===== src/rtl/gemm_acc_drain.sv =====
// Output stage behind the systolic MAC array: deskews per-column partial sums,
// accumulates aligned rows across K-tiles and drains finished rows over valid/ready.

module gemm_acc_drain_lane #(
    parameter int DLY = 1,
    parameter int W   = 24
) (
    input  logic         clk,
    input  logic         rst,
    input  logic         vld,
    input  logic [W-1:0] data,
    output logic         vld_q,
    output logic [W-1:0] data_q
);
    logic [DLY-1:0]        v_pipe;
    logic [DLY-1:0][W-1:0] d_pipe;

    always_ff @(posedge clk or negedge rst) begin
        if (!rst) begin
            v_pipe <= '0;
            d_pipe <= '0;
        end else begin
            v_pipe[0] <= vld;
            d_pipe[0] <= data;
            for (int i = 1; i < DLY; i++) begin
                v_pipe[i] <= v_pipe[i-1];
                d_pipe[i] <= d_pipe[i-1];
            end
        end
    end

    assign vld_q  = v_pipe[DLY-1];
    assign data_q = d_pipe[DLY-1];
endmodule

module gemm_acc_drain #(
    parameter int N_COLS       = 4,
    parameter int P_BITWIDTH   = 24,
    parameter int ACC_BITWIDTH = 32,
    parameter int DEPTH        = 4
) (
    input  logic                             clk,
    input  logic                             rst,
    input  logic [N_COLS*P_BITWIDTH-1:0]     P_in,
    input  logic [N_COLS-1:0]                P_valid,
    input  logic                             tile_first,
    input  logic                             tile_last,
    output logic [N_COLS*ACC_BITWIDTH-1:0]   out_data,
    output logic                             out_valid,
    input  logic                             out_ready,
    output logic [$clog2(DEPTH)-1:0]         out_row,
    output logic                             busy,
    output logic                             err_skew,
    output logic                             err_overflow
);
    localparam int RW = $clog2(DEPTH);
    localparam logic [RW-1:0] LAST_ROW = RW'(DEPTH-1);

    typedef enum logic {ACCUM = 1'b0, DRAIN = 1'b1} state_t;

    state_t state_q, state_d;
    logic [N_COLS-1:0]                   al_vld;
    logic [N_COLS-1:0][P_BITWIDTH-1:0]   al_data;
    logic [N_COLS-1:0][ACC_BITWIDTH-1:0] ext;
    logic [DEPTH-1:0][N_COLS-1:0][ACC_BITWIDTH-1:0] acc;
    logic [RW-1:0] wr_row, rd_row;
    logic row_ok, row_part;

    // Column c lags column 0 by c cycles, so it needs N_COLS-1-c stages to line up.
    for (genvar c = 0; c < N_COLS-1; c++) begin : g_lane
        gemm_acc_drain_lane #(.DLY(N_COLS-1-c), .W(P_BITWIDTH)) u_lane (
            .clk    (clk),
            .rst    (rst),
            .vld    (P_valid[c]),
            .data   (P_in[c*P_BITWIDTH +: P_BITWIDTH]),
            .vld_q  (al_vld[c]),
            .data_q (al_data[c])
        );
    end
    assign al_vld[N_COLS-1]  = P_valid[N_COLS-1];
    assign al_data[N_COLS-1] = P_in[(N_COLS-1)*P_BITWIDTH +: P_BITWIDTH];

    assign row_ok   = &al_vld;
    assign row_part = (|al_vld) && !row_ok;

    always_comb begin
        ext = '0;
        for (int c = 0; c < N_COLS; c++)
            ext[c] = ACC_BITWIDTH'($signed(al_data[c]));
    end

    always_ff @(posedge clk or negedge rst) begin
        if (!rst) state_q <= ACCUM;
        else      state_q <= state_d;
    end

    always_comb begin
        state_d = state_q;
        case (state_q)
            ACCUM: if (row_ok && wr_row == LAST_ROW && tile_last) state_d = DRAIN;
            DRAIN: if (out_ready && rd_row == LAST_ROW) state_d = ACCUM;
            default: state_d = ACCUM;
        endcase
    end

    always_comb begin
        out_valid = 1'b0;
        busy      = 1'b0;
        out_row   = '0;
        out_data  = '0;
        if (state_q == DRAIN) begin
            out_valid = 1'b1;
            busy      = 1'b1;
            out_row   = rd_row;
            out_data  = acc[rd_row];
        end
    end

    // Rows landing while draining are discarded so the buffer stays stable for the consumer.
    always_ff @(posedge clk or negedge rst) begin
        if (!rst) begin
            acc          <= '0;
            wr_row       <= '0;
            rd_row       <= '0;
            err_skew     <= 1'b0;
            err_overflow <= 1'b0;
        end else begin
            if (row_part) err_skew <= 1'b1;
            if (row_ok) begin
                if (state_q == DRAIN) begin
                    err_overflow <= 1'b1;
                end else begin
                    for (int c = 0; c < N_COLS; c++)
                        acc[wr_row][c] <= tile_first ? ext[c] : acc[wr_row][c] + ext[c];
                    if (wr_row == LAST_ROW) begin
                        wr_row <= '0;
                        if (tile_last) rd_row <= '0;
                    end else begin
                        wr_row <= wr_row + 1'b1;
                    end
                end
            end
            if (state_q == DRAIN && out_ready)
                rd_row <= (rd_row == LAST_ROW) ? '0 : rd_row + 1'b1;
        end
    end
endmodule


===== config.mk =====
export PLATFORM = sky130hd
export DESIGN_NAME = gemm_acc_drain
export DESIGN_NICKNAME = d
export VERILOG_FILES = /design/src/rtl/gemm_acc_drain.sv
export SDC_FILE = /design/constraint.sdc
export NUM_CORES = 2
export LEC_CHECK = 0
export CAP_MARGIN = 20
export CELL_PAD_IN_SITES_DETAIL_PLACEMENT = 0
export CELL_PAD_IN_SITES_GLOBAL_PLACEMENT = 1
export CORE_AREA = 2 2 279 281
export DETAILED_ROUTE_END_ITERATION = 12
export DIE_AREA = 0 0 281 283
export GPL_ROUTABILITY_DRIVEN = 0
export PLACE_DENSITY = 0.82
export SLEW_MARGIN = 30
export SYNTH_ARGS = -nofsm -noshare
export SYNTH_HDL_FRONTEND = slang
export SYNTH_SLANG_ARGS = --single-unit

===== constraint.sdc =====
create_clock -name clk -period 6.5 [get_ports clk]
set_input_delay 1.3 -clock clk [delete_from_list [all_inputs] [get_ports clk]]
set_output_delay 1.3 -clock clk [all_outputs]
set_load 0.005 [all_outputs]

# [Word-level counts from Yosys, hierarchy flattened]
# Index checks and enable logic that the tools add are counted.
[totals] register_bits=669 input_bits=105
[op_classes] addsub=6 magnitude_cmp=3 eq_ne=3 n_mux=33 bitwise_logic=1 reduce_logical=15
[op_table] operator="$bwmux W512" n=4
[op_table] operator="$demux W128 S2" n=4
[op_table] operator="$bmux W128 S2" n=2
[op_table] operator="$mux W128" n=4
[op_table] operator="$mux W32" n=5
[op_table] operator="$add A32 B32 Y32" n=4
[op_table] operator="$mux W96" n=1
[op_table] operator="$mux W64" n=1
[op_table] operator="$mux W2" n=8
[op_table] operator="$reduce_and A5 Y1" n=2
[op_table] operator="$reduce_and A4 Y1" n=2
[op_table] operator="$logic_and A1 B1 Y1" n=6
[op_table] operator="$lt A2 B3 Y1 const B" n=2
[op_table] operator="$reduce_bool A2 Y1" n=3
[op_table] operator="$add A2 B1 Y2 const B" n=2
[op_table] operator="$eq A2 B2 Y1 const B" n=2
[op_table] operator="$reduce_or A4 Y1" n=1
[op_table] operator="$mux W1" n=3
[op_table] operator="$ge A2 B1 Y1 const B" n=1
[op_table] operator="$ne A2 B1 Y1 const B" n=1
[op_table] operator="$pmux W1 S2" n=1
[op_table] operator="$logic_not A1 Y1" n=1
[op_table] operator="$not A1 Y1" n=1

# [Depth between registers and ports, before layout]
[depth] word_depth=8 mapped_depth=17 depth_no_buf=13

# [Modules after synthesis]
# Synthesis repeated with hierarchy kept, for this count alone.
[hier_totals] hier_cells=3455 hier_area_um2=37131.9
[modules_own_cells] module="gemm_acc_drain" instances=1 cells_each=3257 area_per_inst_um2=33017.9 seq_area_each_um2=12987.5
[modules_own_cells] module="gemm_acc_drain_lane at g_lane[0].u_lane" instances=1 cells_each=99 area_per_inst_um2=2057.0 seq_area_each_um2=1876.8
[modules_own_cells] module="gemm_acc_drain_lane at g_lane[1].u_lane" instances=1 cells_each=74 area_per_inst_um2=1431.4 seq_area_each_um2=1251.2
[modules_own_cells] module="gemm_acc_drain_lane at g_lane[2].u_lane" instances=1 cells_each=25 area_per_inst_um2=625.6 seq_area_each_um2=625.6

# [Worst setup path after synthesis]
# No wires, ideal clock.
[synth_timing] kind="register to register" start="register wr_row[0]" end="register acc[126] in the netlist's numbering" setup_time_ps=65 arrival_ps=4900 required_ps=6435 setup_slack_ps=1535 path_stages_with_launch=18 path_buffers=4 synth_period_minus_slack_ps=4965 path_cell_list="dfrtp_1 > clkbuf_1 > clkbuf_1 > buf_2 > buf_1 > mux4_2 > ha_1 > fa_1 > a21oi_1 > o21ai_1 > a21oi_2 > o21ai_1 > a31o_2 > o41ai_2 > nor2_1 > a41oi_2 > xnor2_1 > o221a_2"
[synth_via] elab_chain_len=8
[synth_rtl] item="start, declared" line_no="66" text="logic [RW-1:0] wr_row, rd_row;"
[synth_rtl] item="start signal, assigned" line_no="139" text="wr_row <= wr_row + 1'b1;"
[synth_rtl] item="$bmux W128 S2" line_no="134" text="acc[wr_row][c] <= tile_first ? ext[c] : acc[wr_row][c] + ext[c];"
[synth_rtl] item="$mux W128 (implied by the code)" line_no="134"
[synth_rtl] item="$add A32 B32 Y32" line_no="134"
[synth_rtl] item="$mux W32" line_no="134"
[synth_rtl] item="$bwmux W512 (3 in series)" line_no="134"
[synth_rtl] item="$bwmux W512 (*)" line_no="134"
[synth_rtl] item="end signal, assigned by index" line_no="134"
[synth_rtl] item="end, declared" line_no="65" text="logic [DEPTH-1:0][N_COLS-1:0][ACC_BITWIDTH-1:0] acc;"
# Every way passes the cells marked *; elsewhere a longest branch is shown, timed or not. The select of a mux whose other input is x is not followed.
# A chain may end at the register's enable or synchronous reset.

# [Final worst setup path]
[layout_timing] start="register wr_row[0]" end="register acc[188] in the netlist's numbering"
# The elaborated chain is that of the path after synthesis.

==> metrics.txt <==
final setup fails 0; Sequential Power Share 30.8%; wire length per cell 19.57 um; Synth Register Bits 669; minimum hold slack 0.3461 ns; hpwl dp 57.61 mm; Slew @ Worst Pin 0.9280 ns; postcts setup bufs 0; sw frac 38.90%; post-synthesis sequential area ratio 45.91%; HP Class reg2reg; RSZ-0062 raised after global routing false; mean post-synth cell area 10.72 um^2; first-pass GRT wire length 148.3 mm; post-route minimum period 4.816 ns; total track usage 23.46%; Static Leak 18.50 nW; CTS tree yes; largest net degree at the start of global routing 159; initial antenna violation count 2; Startpoint Class register; Die Ht 283 um; max-cap viol count 0; GRT overflow 0; I/O Buffers 238; Commonest cells post-synth dfrtp_1, nand2_1, o21ai_0, mux4_2, a21oi_1; Max Clock Freq 207.7 MHz; final period utilization 74.09%; Antenna Nets Post-Route 0; num ports 239; Int Power 0.01330 W; Layout area overhead 16.39%; 1st-pass router iterations 5; DIE AREA 79,520 um^2; Post-synth EDFFs 0; post-CTS sizing 0; DR vias 26,330; Core Rows 102; post-cts hold buffer count 0; Net Sw Power 0.008465 W; post-synthesis async set-or-reset flop share 100.0%; worst rel slew slack 38.01%; Max clock buf depth 3; detail-routed via count per cell 5.678; Synth warnings 0; Hold Fails Final Rpt 0; core box area 76,700 um^2; power per cell area 512.8 nW/um^2; DR iter-0 viols 1,580; ys flop type dfrtp_1; syn nets 3,641; most instantiated library cell after synthesis dfrtp_1; vias in the first global route 26,640; clock-pin slew on the worst setup and hold paths 0.06 ns; Final TNS setup 0 ns; Worst VDD drop 0.2208 mV; TritonCTS buffer count 77; final net count 3,772; share of cells above drive strength 1 13.62%; Clock Skew 0.01951 ns; critical path arrival 5.36 ns; synthesized cell area 36,470 um^2; Crit Path Max Fanout 26; Critical Path RT 7.04 ns; kind of critical path reg2reg; worst-path cell chain mux4_2 -> ha_1 -> fa_1 -> a211oi_1 -> o21ai_1 -> a211oi_1 -> o41ai_2 -> a221o_1 -> nand2_1 -> a21oi_1 -> o21ai_0 -> mux2_2 -> a21oi_1; # clock sinks 669; Synth cell types 76; CTS Root Cell clkbuf_16; Critical Path Sink Type register; Comb power frac 48.8%; H-tree lvl count 3; Clock power frac 20.4%; final wirelength 90.75 mm; Yosys top cell area share 45.91%; CP max stage cell dfrtp_4; DRC 0; Initial Utilization 47.54%; Die Wd 281 um; clk_lat worst skew 0.63 ns; status completed; Mapped Cells 3,403; CP max stage delay 0.88 ns; Synth area leaders dfrtp_1, mux4_2, o21ai_0; max-slew violation count 0; biggest area consumer among synthesized cells dfrtp_1
power by group through the flow:
stage                     clock network, W  logic, W  registers, W
after floorplan                          0   0.00823       0.00626
after global placement                   0    0.0104       0.00680
after detailed placement                 0    0.0106       0.00684
after CTS                          0.00455    0.0106       0.00678
after global routing               0.00473    0.0119       0.00692
final                              0.00443    0.0106       0.00671
sequential cells by signal (all words and copies together) (netlist names), 2 cells and up:
register / flops
acc: 512
g_lane.u_lane.d_pipe: 72
g_lane.u_lane.data_q: 72
g_lane.u_lane.v_pipe: 5
rd_row: 2
wr_row: 2
placed cells by master, fill, tap and decap left out, drive strengths merged, types with 5 or more instances in the layout:
master,netlist,final
bufinv,0,6
nor2,155,155
a21boi,5,5
and2,138,138
mux2i,21,21
dfrtp,669,669
o21ai,486,486
nand4,13,13
nor3,18,18
o211ai,6,6
xor2,41,41
nor2b,17,17
nor4,6,6
clkbuf,181,108
xnor2,62,62
mux2,26,26
nand2,596,596
o22a,8,8
a21o,70,70
clkinvlp,0,6
buf,40,36
mux4,256,256
a31oi,24,24
a211oi,19,19
ha,129,129
and3,9,9
nand2b,20,20
nand3,20,20
clkdlybuf4s50,0,236
clkinv,0,20
o21a,25,25
o21bai,18,18
inv,25,28
a21oi,207,207
a221oi,6,6
o31ai,15,15
cell type report:
type                       instances  area (um^2)
sequential                       669        16760
inverter                          25        93.84
tap                             1040         1301
timing repair buffer             273         2844
fill                            6591        34260
antenna                            1        2.502
clock inverter                    35        419.2
multi-input combinational       2488        18830
clock buffer                     107         2191
per-stage QoR:
stage	total power, W	std cells	setup WS (ns)	cell area [um^2]	util, %
final	0.02176	4638	1.684	42440	55.34
after global placement	0.01720	4493	1.688	39770	51.85
after floorplan	0.01449	3403	1.535	36470	-
after detailed placement	0.01739	4494	1.674	39800	51.89
after global routing	0.02351	4637	1.249	42440	55.33
after CTS	0.02194	4636	1.637	42410	55.30
routing by layer:
| metal | up-vias | share of wire [%] | global-route usage (%) |
|---|---|---|---|
| li1 | 12570 | - | - |
| met1 | 13120 | 45 | 33.19 |
| met2 | 510 | 48 | 38.36 |
| met3 | 128 | 4.2 | 3.529 |
| met4 | 2 | 2.0 | 5.388 |
| met5 | - | 0.0088 | 0 |
final timing paths:
path	endpoint	start	depth (start not counted)	slack, ns
max	acc[188]	wr_row[0]	13	1.68
min	g_lane[1].u_lane.data_q[20]	g_lane[1].u_lane.d_pipe[20]	0	0.35
max reg2reg	acc[188]	wr_row[0]	13	1.68
min reg2reg	g_lane[1].u_lane.data_q[20]	g_lane[1].u_lane.d_pipe[20]	0	0.35
max in group asynchronous	acc[363]	rst	2	4.38
min in group asynchronous	g_lane[0].u_lane.d_pipe[9]	rst	1	0.74
critical path, delay by kind of cell (launching register included):
kind            cells  cell delay (ns)
flops               1             0.88
simple gates        1             0.11
mux                 2             1.00
fa+ha+maj           2             0.70
compound gates      8             2.02
logic make-up (layout without fill, tap and decap cells):
group,count (synthesis),in the layout,share of synthesized area (%)
AOI/OAI and AO/OA,934,934,14.98
xor gates and xnor gates,103,103,2.474
adders and majority gates,133,133,4.646
buffers and inverters,246,440,2.553
DFF,669,669,45.91
muxes,303,303,17.19
other,0,1,0
and+or+nand+nor,1015,1015,12.25
Power figures use the tool's default switching activity.
